===== config.mk =====
export PLATFORM = sky130hd
export DESIGN_NAME = mmio_arbiter
export DESIGN_NICKNAME = d
export VERILOG_FILES = /design/src/rtl/mmio_arbiter_pkg.sv /design/src/rtl/mmio_arbiter.sv
export SDC_FILE = /design/constraint.sdc
export NUM_CORES = 1
export LEC_CHECK = 0
export BUFFER_PORTS_ARGS = -buffer_cell sky130_fd_sc_hd__buf_2
export CAP_MARGIN = 40
export CORE_AREA = 2 2 243 245
export CTS_CLUSTER_DIAMETER = 80
export DETAILED_ROUTE_END_ITERATION = 6
export DIE_AREA = 0 0 245 247
export GPL_TIMING_DRIVEN = 0
export HOLD_SLACK_MARGIN = 0.03
export REMOVE_ABC_BUFFERS = 1
export SYNTH_ARGS = -nofsm -noshare
export SYNTH_HDL_FRONTEND = slang
export SYNTH_SLANG_ARGS = --single-unit
export TNS_END_PERCENT = 20

===== constraint.sdc =====
create_clock -name clk -period 2.3 [get_ports clk]
set_input_delay 0.575 -clock clk [delete_from_list [all_inputs] [get_ports clk]]
set_output_delay 0.575 -clock clk [all_outputs]
set_load 0.01 [all_outputs]

===== src/rtl/mmio_arbiter_pkg.sv =====
// Shared types for the MMIO arbiter: access size encoding and the
// sequencer state, which is also exported on the debug port.
package mmio_arbiter_pkg;
    typedef enum logic [1:0] {
        MEM_BYTE  = 2'd0,
        MEM_HALF  = 2'd1,
        MEM_WORD  = 2'd2,
        MEM_DWORD = 2'd3
    } mem_access_size_t;

    typedef enum logic [1:0] {
        ST_IDLE  = 2'd0,
        ST_ISSUE = 2'd1,
        ST_WAIT  = 2'd2,
        ST_RESP  = 2'd3
    } arb_state_t;
endpackage


===== src/rtl/mmio_arbiter.sv =====
// Two-master round-robin arbiter/sequencer in front of one MMIO slave port.
// One access in flight at a time; a watchdog turns a hung slave into a fault.
module mmio_arbiter
    import mmio_arbiter_pkg::*;
#(
    parameter int unsigned TIMEOUT = 16
) (
    input  logic             clk,
    input  logic             reset,
    input  logic [63:0]      m0_addr_i,
    input  logic             m0_valid_i,
    input  mem_access_size_t m0_byte_en_i,
    input  logic             m0_wr_i,
    input  logic             m0_zero_extnd_i,
    input  logic [63:0]      m0_wr_data_i,
    output logic             m0_ready_o,
    output logic [63:0]      m0_data_o,
    output logic             m0_resp_valid_o,
    output logic             m0_exc_valid_o,
    output logic [4:0]       m0_exc_code_o,
    input  logic [63:0]      m1_addr_i,
    input  logic             m1_valid_i,
    input  mem_access_size_t m1_byte_en_i,
    input  logic             m1_wr_i,
    input  logic             m1_zero_extnd_i,
    input  logic [63:0]      m1_wr_data_i,
    output logic             m1_ready_o,
    output logic [63:0]      m1_data_o,
    output logic             m1_resp_valid_o,
    output logic             m1_exc_valid_o,
    output logic [4:0]       m1_exc_code_o,
    output logic [63:0]      s_addr_o,
    output logic             s_valid_o,
    output mem_access_size_t s_byte_en_o,
    output logic             s_wr_o,
    output logic             s_zero_extnd_o,
    output logic [63:0]      s_wr_data_o,
    input  logic             s_ready_i,
    input  logic [63:0]      s_data_i,
    input  logic             s_resp_valid_i,
    input  logic             s_exc_valid_i,
    input  logic [4:0]       s_exc_code_i,
    output arb_state_t       dbg_state_o
);
    // Handshake: a request transfers on a cycle where valid and ready are both
    // high; the slave request stays stable from s_valid_o rise until s_ready_i.
    arb_state_t       state_q;
    logic             last_grant_q;
    logic             owner_q;
    logic [7:0]       cnt_q;
    logic [63:0]      addr_q;
    mem_access_size_t be_q;
    logic             wr_q;
    logic             ze_q;
    logic [63:0]      wdata_q;
    logic             s_valid_q;
    logic             m0_resp_q, m0_exc_q, m1_resp_q, m1_exc_q;
    logic [63:0]      m0_data_q, m1_data_q;
    logic [4:0]       m0_code_q, m1_code_q;

    logic             idle;
    logic             grant0;
    logic             grant1;
    logic             slv_done;
    logic             timed_out;
    logic             fin_exc;
    logic [4:0]       fin_code;
    logic [63:0]      fin_data;

    // The master that did not win last time wins a tie.
    assign idle   = (state_q == ST_IDLE);
    assign grant0 = idle && m0_valid_i && (!m1_valid_i || last_grant_q);
    assign grant1 = idle && m1_valid_i && (!m0_valid_i || !last_grant_q);

    assign slv_done  = ((state_q == ST_ISSUE) && s_ready_i && (s_resp_valid_i || s_exc_valid_i))
                    || ((state_q == ST_WAIT) && (s_resp_valid_i || s_exc_valid_i));
    assign timed_out = ((state_q == ST_ISSUE) || (state_q == ST_WAIT)) && !slv_done
                    && (cnt_q == 8'(TIMEOUT - 1));

    assign fin_exc  = slv_done ? s_exc_valid_i : 1'b1;
    assign fin_code = slv_done ? (s_exc_valid_i ? s_exc_code_i : 5'd0)
                               : (wr_q ? 5'd7 : 5'd5);
    assign fin_data = (slv_done && !s_exc_valid_i) ? s_data_i : 64'd0;

    always_ff @(posedge clk) begin
        if (reset) begin
            state_q      <= ST_IDLE;
            last_grant_q <= 1'b1;
            owner_q      <= 1'b0;
            cnt_q        <= 8'd0;
            addr_q       <= 64'd0;
            be_q         <= MEM_BYTE;
            wr_q         <= 1'b0;
            ze_q         <= 1'b0;
            wdata_q      <= 64'd0;
            s_valid_q    <= 1'b0;
            m0_resp_q    <= 1'b0;
            m0_exc_q     <= 1'b0;
            m0_data_q    <= 64'd0;
            m0_code_q    <= 5'd0;
            m1_resp_q    <= 1'b0;
            m1_exc_q     <= 1'b0;
            m1_data_q    <= 64'd0;
            m1_code_q    <= 5'd0;
        end else begin
            m0_resp_q <= 1'b0;
            m0_exc_q  <= 1'b0;
            m0_data_q <= 64'd0;
            m0_code_q <= 5'd0;
            m1_resp_q <= 1'b0;
            m1_exc_q  <= 1'b0;
            m1_data_q <= 64'd0;
            m1_code_q <= 5'd0;
            case (state_q)
                ST_IDLE: begin
                    if (grant0 || grant1) begin
                        addr_q       <= grant1 ? m1_addr_i       : m0_addr_i;
                        be_q         <= grant1 ? m1_byte_en_i    : m0_byte_en_i;
                        wr_q         <= grant1 ? m1_wr_i         : m0_wr_i;
                        ze_q         <= grant1 ? m1_zero_extnd_i : m0_zero_extnd_i;
                        wdata_q      <= grant1 ? m1_wr_data_i    : m0_wr_data_i;
                        owner_q      <= grant1;
                        last_grant_q <= grant1;
                        cnt_q        <= 8'd0;
                        s_valid_q    <= 1'b1;
                        state_q      <= ST_ISSUE;
                    end
                end
                ST_ISSUE, ST_WAIT: begin
                    cnt_q <= cnt_q + 8'd1;
                    if (slv_done || timed_out) begin
                        s_valid_q <= 1'b0;
                        state_q   <= ST_RESP;
                        if (owner_q) begin
                            m1_resp_q <= !fin_exc;
                            m1_exc_q  <= fin_exc;
                            m1_data_q <= fin_data;
                            m1_code_q <= fin_code;
                        end else begin
                            m0_resp_q <= !fin_exc;
                            m0_exc_q  <= fin_exc;
                            m0_data_q <= fin_data;
                            m0_code_q <= fin_code;
                        end
                    end else if ((state_q == ST_ISSUE) && s_ready_i) begin
                        s_valid_q <= 1'b0;
                        state_q   <= ST_WAIT;
                    end
                end
                default: state_q <= ST_IDLE;
            endcase
        end
    end

    assign m0_ready_o      = grant0;
    assign m1_ready_o      = grant1;
    assign m0_resp_valid_o = m0_resp_q;
    assign m0_exc_valid_o  = m0_exc_q;
    assign m0_data_o       = m0_data_q;
    assign m0_exc_code_o   = m0_code_q;
    assign m1_resp_valid_o = m1_resp_q;
    assign m1_exc_valid_o  = m1_exc_q;
    assign m1_data_o       = m1_data_q;
    assign m1_exc_code_o   = m1_code_q;
    assign s_addr_o        = addr_q;
    assign s_valid_o       = s_valid_q;
    assign s_byte_en_o     = be_q;
    assign s_wr_o          = wr_q;
    assign s_zero_extnd_o  = ze_q;
    assign s_wr_data_o     = wdata_q;
    assign dbg_state_o     = state_q;
endmodule


==> results by group, run 1 <==
Status
  • Outcome: complete, but fails checks
  • Violated checks: negative setup slack

Pwr
  • Power per cell area: 1090 nW/um2
  • VDD IR max: 0.000657 V
  • LEAKAGE: 8.06 nW

Flow run
  • # Max-Cap Violations: 0

STA
  • Final worst slack: -21.6 ps
  • Max Freq: 431 MHz
  • Setup violations, final: 7
  • Final Slew Violations: 0
  • Period Utilization, post-route: 101%
  • Worst-Margin Slew: 699 ps
  • Final hold vios: 0
  • RSZ-0062 raised after global routing: yes
  • Min Clock Period, post-route: 2320 ps
  • Relative slew slack: 53.3%
  • Post-Route Setup TNS: -73.2 ps
  • Final Skew: 12.3 ps

Global routing
  • First-pass GRT wire length: 71.8 mm
  • Total grt overflow: 0
  • Largest net degree at the start of global routing: 96
  • Initial antenna violation count: 23
  • Vias in the first global route: 10000
  • Tot GR Track Use: 16.4%

Logic synthesis
  • Post-Syn Area per Cell: 9.02 um2
  • Sequential area share after synthesis: 55.6%
  • Synthesized flop and latch total: 287
  • Syn Inst Count: 1146
  • Area of the mapped netlist: 10300 um2
  • Yosys warns: 0
  • Ys async rst share: 0%
  • Ys flop type: dfxtp_1
  • Library cells used by synthesis: 48
  • EDFF count, synth: 0

Detailed routing
  • Wirelength, routed: 53.2 mm
  • DRC Markers: 0
  • Vias: 10800
  • Initial DRC Count: 372
  • WL per Instance: 20.9 um
  • Post-route ant nets: 0
  • Vias per inst: 4.25
  • First-pass DRT Iterations: 4

Placement
  • # port buffers: 618
  • Placed cell areas: 14300 um2
  • GPL Wtd Cong: 0.844
  • HPWL Detailed: 37.5 mm

Die
  • Core Area: 58200 um2
  • Rows: 89
  • Chip Width: 245 um
  • Initial core utilization: 17.7%
  • IO Count: 619
  • Die ar.: 60500 um2
  • Die height: 247 um

Clocking
  • Worst skew pair latency: 580 ps
  • CTS Hold Bufs: 0
  • Sink Count: 287
  • Deepest clock path buffer count: 3
  • Root buffer cell: clkbuf_16
  • CTS clock-pin slew for the worst setup and hold paths: 60 ps
  • Num CTS Buffers: 31
  • H-tree Lvls: 1
  • CTS tree: yes

Setup path
  • Reg2reg setup slack: -10 ps
  • FF-to-FF Start: dbg_state_o[1]$_SDFFE_PP0P_
  • CP Capture Type: output port
  • RR Endpoint: m0_data_o[23]$_SDFF_PP0_
  • CP Data Required Time: 1730 ps
  • Kind of critical path: register to output port
  • Peak fanout along the critical path: 2
  • Startpoint Class: register
  • Worst EP arrival: 1750 ps
  • Reg2reg path depth: 10

Final layout
  • Commonest non-fill, non-tap cell in the layout: buf_2
  • Commonest non-fill, non-tap cells in the layout: buf_2 (616), dfxtp_1 (285), nand2_1 (273), nor2_1 (154), a311oi_1 (133)
  • Final instance area: 16000 um2
  • Area growth, synth to finish: 55.3%
  • Layout cell share with drive strength beyond 1: 45.1%
  • Post-layout net count: 2088
  • FILL cells: 6286

Hold path
  • Hold wc startpoint: s_data_i[4]
  • WHS Endpoint: m1_data_o[4]$_SDFF_PP0_
  • Worst hold path class: input port to register
  • WHS Path Cells: 2
-- report_power, final --
group | switching, W | internal (W)
Sequential | 0.000388 | 0.00574
Clock | 0.00217 | 0.00327
Combinational | 0.00374 | 0.00221
-- worst max-delay path, cell delays in order, from the launching register on --
cell,delay [ps]
dfxtp_4,350
inv_4,60
ha_4,150
nand3_4,140
buf_16,200
inv_16,60
buf_16,100
buf_6,90
-- timing repair --
action                     4_1_cts  5_1_grt
hold endpoints to repair         0        0
buffers inserted                23        0
pin swaps                        5        9
cloned                          13        3
gates resized for setup         20       14
setup endpoints to repair      277      145
-- registers in the layout (all words and copies together), names as in the netlist, 2 cells and up --
signal,count
m1_data_o,64
m1_exc_code_o,5
m0_data_o,64
s_wr_data_o,64
m0_exc_code_o,5
s_addr_o,64
s_byte_en_o,2
dbg_state_o,2
cnt_q,8
-- cell type report --
cell class	count	area (um2)	share of cell area, %
repair buffers	662	3880	24.2
inverters	5	37.5	0.234
repair inverters	2	17.5	0.109
diodes	8	20.0	0.125
clock inverters	18	265	1.65
clock buffers	38	842	5.25
multi-input cells	754	4270	26.6
well taps	773	967	6.03
flip-flops and latches	287	5750	35.8
-- stage by stage --
stage	utilization [%]	setup slack [ps]	total power (W)	hold WS, ps	cells
2_1_floorplan	-	-3520	0.00822	447	1042
3_3_place_gp	24.0	-8300	0.00926	461	2433
3_5_place_dp	24.5	-1000	0.0114	476	2446
4_1_cts	27.3	-112	0.0176	193	2537
5_1_grt	27.6	-75.0	0.0184	220	2546
6_report	27.6	-21.6	0.0175	234	2547
-- per-layer routing --
layer	wire length [um]	global-route usage, %	up-vias
met5	0	0	-
met4	1690	5.25	0
met3	3880	3.60	86
met2	26800	29.8	537
met1	20900	19.0	5006
li1	-	-	5186
-- cells by family after synthesis --
| group | Yosys count | share of synthesized area [%] |
|---|---|---|
| simple gates | 581 | 26.0 |
| compound gates | 159 | 13.1 |
| buf+inv | 109 | 4.31 |
| fa+ha+maj | 5 | 0.605 |
| flops | 287 | 55.6 |
| xor+xnor | 5 | 0.424 |
-- synthesized netlist by cell type (2+ instances only) --
library cell	instances	area [um2]
a211oi_1	2	15.0
a21oi_1	6	30.0
a311oi_1	133	1160
and2_1	2	12.5
and3_1	72	450
and3_2	56	420
buf_1	8	30.0
buf_2	3	15.0
clkbuf_1	79	297
clkbuf_2	12	60.1
dfxtp_1	287	5750
ha_1	5	62.6
inv_1	4	15.0
nand2_1	274	1030
nand3_1	2	10.0
nand4_1	2	12.5
nand4b_1	2	17.5
nor2_1	154	578
nor3b_1	2	15.0
nor4b_1	2	17.5
o211ai_1	2	15.0
o21ai_0	6	30.0
or3_1	2	12.5
or4_1	2	15.0
xnor2_1	4	35.0
-- worst max-delay path by stage --
| stage | from | to |
|---|---|---|
| 2_1_floorplan | dbg_state_o[0]$_SDFFE_PP0P_ | s_valid_o$_SDFFE_PP0P_ |
| 3_3_place_gp | m1_valid_i | s_wr_data_o[21]$_SDFFE_PP0P_ |
| 3_5_place_dp | dbg_state_o[0]$_SDFFE_PP0P_ | m1_ready_o |
| 4_1_cts | dbg_state_o[0]$_SDFFE_PP0P_ | m0_data_o[32]$_SDFF_PP0_ |
| 5_1_grt | dbg_state_o[0]$_SDFFE_PP0P_ | m0_data_o[23]$_SDFF_PP0_ |
| 6_report | dbg_state_o[1]$_SDFFE_PP0P_ | m1_ready_o |
No activity file was read; power rests on OpenSTA's default activity.
==> inputs of run 2 (changes only) <==
--- a/config.mk
+++ b/config.mk
@@ -8,6 +8,7 @@
 export BUFFER_PORTS_ARGS = -buffer_cell sky130_fd_sc_hd__buf_2
 export CAP_MARGIN = 40
 export CORE_AREA = 2 2 243 245
+export CTS_BUF_LIST = sky130_fd_sc_hd__clkbuf_16
 export CTS_CLUSTER_DIAMETER = 80
 export DETAILED_ROUTE_END_ITERATION = 6
 export DIE_AREA = 0 0 245 247
==> run 2 against run 1 <==
Net effect: routed wire length decreased by 0.36%; clock power decreased by 3%; hold slack got worse by 1.5 ps; the flow still finishes with violations (negative setup slack); sequential power about the same; first-iteration DRC count increased by 5.6%; clock skew decreased by 2.9 ps.
==> results by group, run 2 (synthesized netlist as in run 1, its figures left out) <==
Final layout
  • Commonest non-fill, non-tap cells in the layout: buf_2 (616), dfxtp_1 (285), nand2_1 (273), nor2_1 (154), a311oi_1 (133)
  • Layout cell share with drive strength beyond 1: 44.8% (-0.32 points)
  • Fin util: 27.4% (-0.18 points)
  • Post-layout net count: 2085 (-0.14%)
  • FF/Latch Area: 5750 um2 (unchanged)
  • FILL cells: 6299 (+0.21%)
  • Area growth, synth to finish: 54.3%
  • Commonest non-fill, non-tap cell in the layout: buf_2
  • Multi-input gate area: 4230 um2 (-0.79%)

Clocking
  • CTS Hold Bufs: 0 (unchanged)
  • H-tree Lvls: 1 (unchanged)
  • Sink Count: 287 (unchanged)
  • Num CTS Buffers: 31 (unchanged)
  • Root buffer cell: clkbuf_16
  • Deepest clock path buffer count: 3 (unchanged)
  • CTS clock-pin slew for the worst setup and hold paths: 60 ps (about the same)
  • Worst skew pair latency: 580 ps (about the same)
  • CTS tree: yes

Pwr
  • VDD IR max: 0.000657 V (about the same)
  • Power per cell area: 1090 nW/um2 (-0.31%)
  • LEAKAGE: 8.04 nW (-0.19%)
  • Tot Pwr: 0.0174 W (-0.95%)

Detailed routing
  • Post-route ant nets: 0 (unchanged)
  • Wirelength, routed: 53.1 mm (-0.36%)
  • Vias per inst: 4.21 (-0.89%)
  • WL per Instance: 20.8 um (-0.36%)
  • DRC Markers: 0 (unchanged)
  • First-pass DRT Iterations: 4 (unchanged)
  • Vias: 10700 (-0.89%)
  • Initial DRC Count: 393 (+5.6%)

Flow run
  • # Max-Cap Violations: 0 (unchanged)

Setup path
  • Startpoint Class: register
  • Worst EP arrival: 1750 ps (about the same)
  • Slowest CP cell: dfxtp_4
  • Most used cell, CP: buf_16
  • Crit path cell chain: inv_4, ha_4, nand3_4, buf_16, inv_16, buf_16, buf_6
  • Reg2reg setup slack: 60 ps (+70 ps)
  • CP Capture Type: output port
  • CP Data Required Time: 1730 ps (about the same)
  • Kind of critical path: register to output port
  • Peak fanout along the critical path: 2 (unchanged)
  • Reg2reg path depth: 9 (-1)
  • Slowest Stage Delay on Critical Path: 350 ps (about the same)

Die
  • Die height: 247 um (unchanged)
  • Chip Width: 245 um (unchanged)
  • Die ar.: 60500 um2 (unchanged)
  • Core Area: 58200 um2 (unchanged)
  • IO Count: 619 (unchanged)
  • Initial core utilization: 17.7% (unchanged)
  • Rows: 89 (unchanged)

Global routing
  • Total grt overflow: 0 (unchanged)
  • Largest net degree at the start of global routing: 96 (unchanged)
  • First-pass GRT wire length: 71.6 mm (-0.40%)
  • Tot GR Track Use: 16.3% (-0.067 points)
  • Initial antenna violation count: 23 (unchanged)
  • Vias in the first global route: 10100 (+0.21%)

STA
  • Worst-Margin Slew: 700 ps (+1.28 ps)
  • RSZ-0062 raised after global routing: yes
  • Max Freq: 430 MHz (about the same)
  • Final Slew Violations: 0 (unchanged)
  • Setup violations, final: 1 (-6)
  • Final hold vios: 0 (unchanged)
  • Final worst slack: -23.7 ps (-2.06 ps)
  • Period Utilization, post-route: 101% (about the same)
  • Relative slew slack: 53.2% (-0.085 points)
  • Min Clock Period, post-route: 2320 ps (+2.06 ps)
  • Final Skew: 9.48 ps (-2.87 ps)

Hold path
  • Worst hold path class: input port to register
  • WHS Path Cells: 2 (unchanged)

Status
  • Violated checks: negative setup slack
  • Outcome: complete, but fails checks

Placement
  • # port buffers: 618 (unchanged)
  • HPWL Detailed: 37.5 mm (unchanged)
  • GPL Wtd Cong: 0.844 (unchanged)
run 2: final cells by class:
class	instances	area share [%]
tap	773	6.07
clock inverter	25	1.83
multi-input combinational	754	26.6
clock buffer	31	4.87
sequential	287	36.1
antenna	11	0.173
timing repair inverter	2	0.110
inverter	5	0.235
timing repair buffer	659	24.1
run 2: power breakdown:
part / switching, W / internal, W / leakage (nW) / total (W)
logic: 0.00374 / 0.00221 / 5.17 / 0.00594
registers: 0.000388 / 0.00574 / 2.35 / 0.00612
clock network: 0.00216 / 0.00312 / 0.525 / 0.00529
run 2: critical path: cells and delay by family (launching register included):
kind / cells / cell delay [ps]
flops: 1 / 350
simple gates: 1 / 150
fa+ha+maj: 1 / 150
buf+inv: 5 / 510
run 2: path summary, 6_finish.rpt:
check	from	endpoint
setup / recovery	dbg_state_o[1]$_SDFFE_PP0P_	m1_ready_o
hold / removal	s_data_i[17]	m1_data_o[17]$_SDFF_PP0_
setup reg to reg	dbg_state_o[1]$_SDFFE_PP0P_	m1_data_o[61]$_SDFF_PP0_
hold reg to reg	cnt_q[0]$_SDFFE_PP0P_	cnt_q[0]$_SDFFE_PP0P_
run 2: what timing repair did:
action                     CTS  global route
setup endpoints to repair  277           143
gates cloned                12             3
pin swaps                    5             1
buffers inserted            20             0
resized for setup           19             5
run 2: through the flow:
step                cell area, um2  cells  hold slack [ps]  setup TNS [ps]  worst slack, ps
floorplan                     9910   1042              447         -548590            -3520
global placement             14000   2433              461        -1442200            -8300
detailed placement           14300   2446              476         -146650            -1000
CTS                          15800   2533              193           -1970            -56.6
global route                 15900   2544              217           -87.8            -73.6
finish                       15900   2547              232           -23.7            -23.7
run 2: per-layer routing:
layer	vias to the layer above	GRT usage (%)	share of wire, %
li1	5190	-	-
met1	4960	18.9	40
met2	491	29.6	50
met3	78	3.57	6.7
met4	0	5.61	2.8
met5	-	0	0
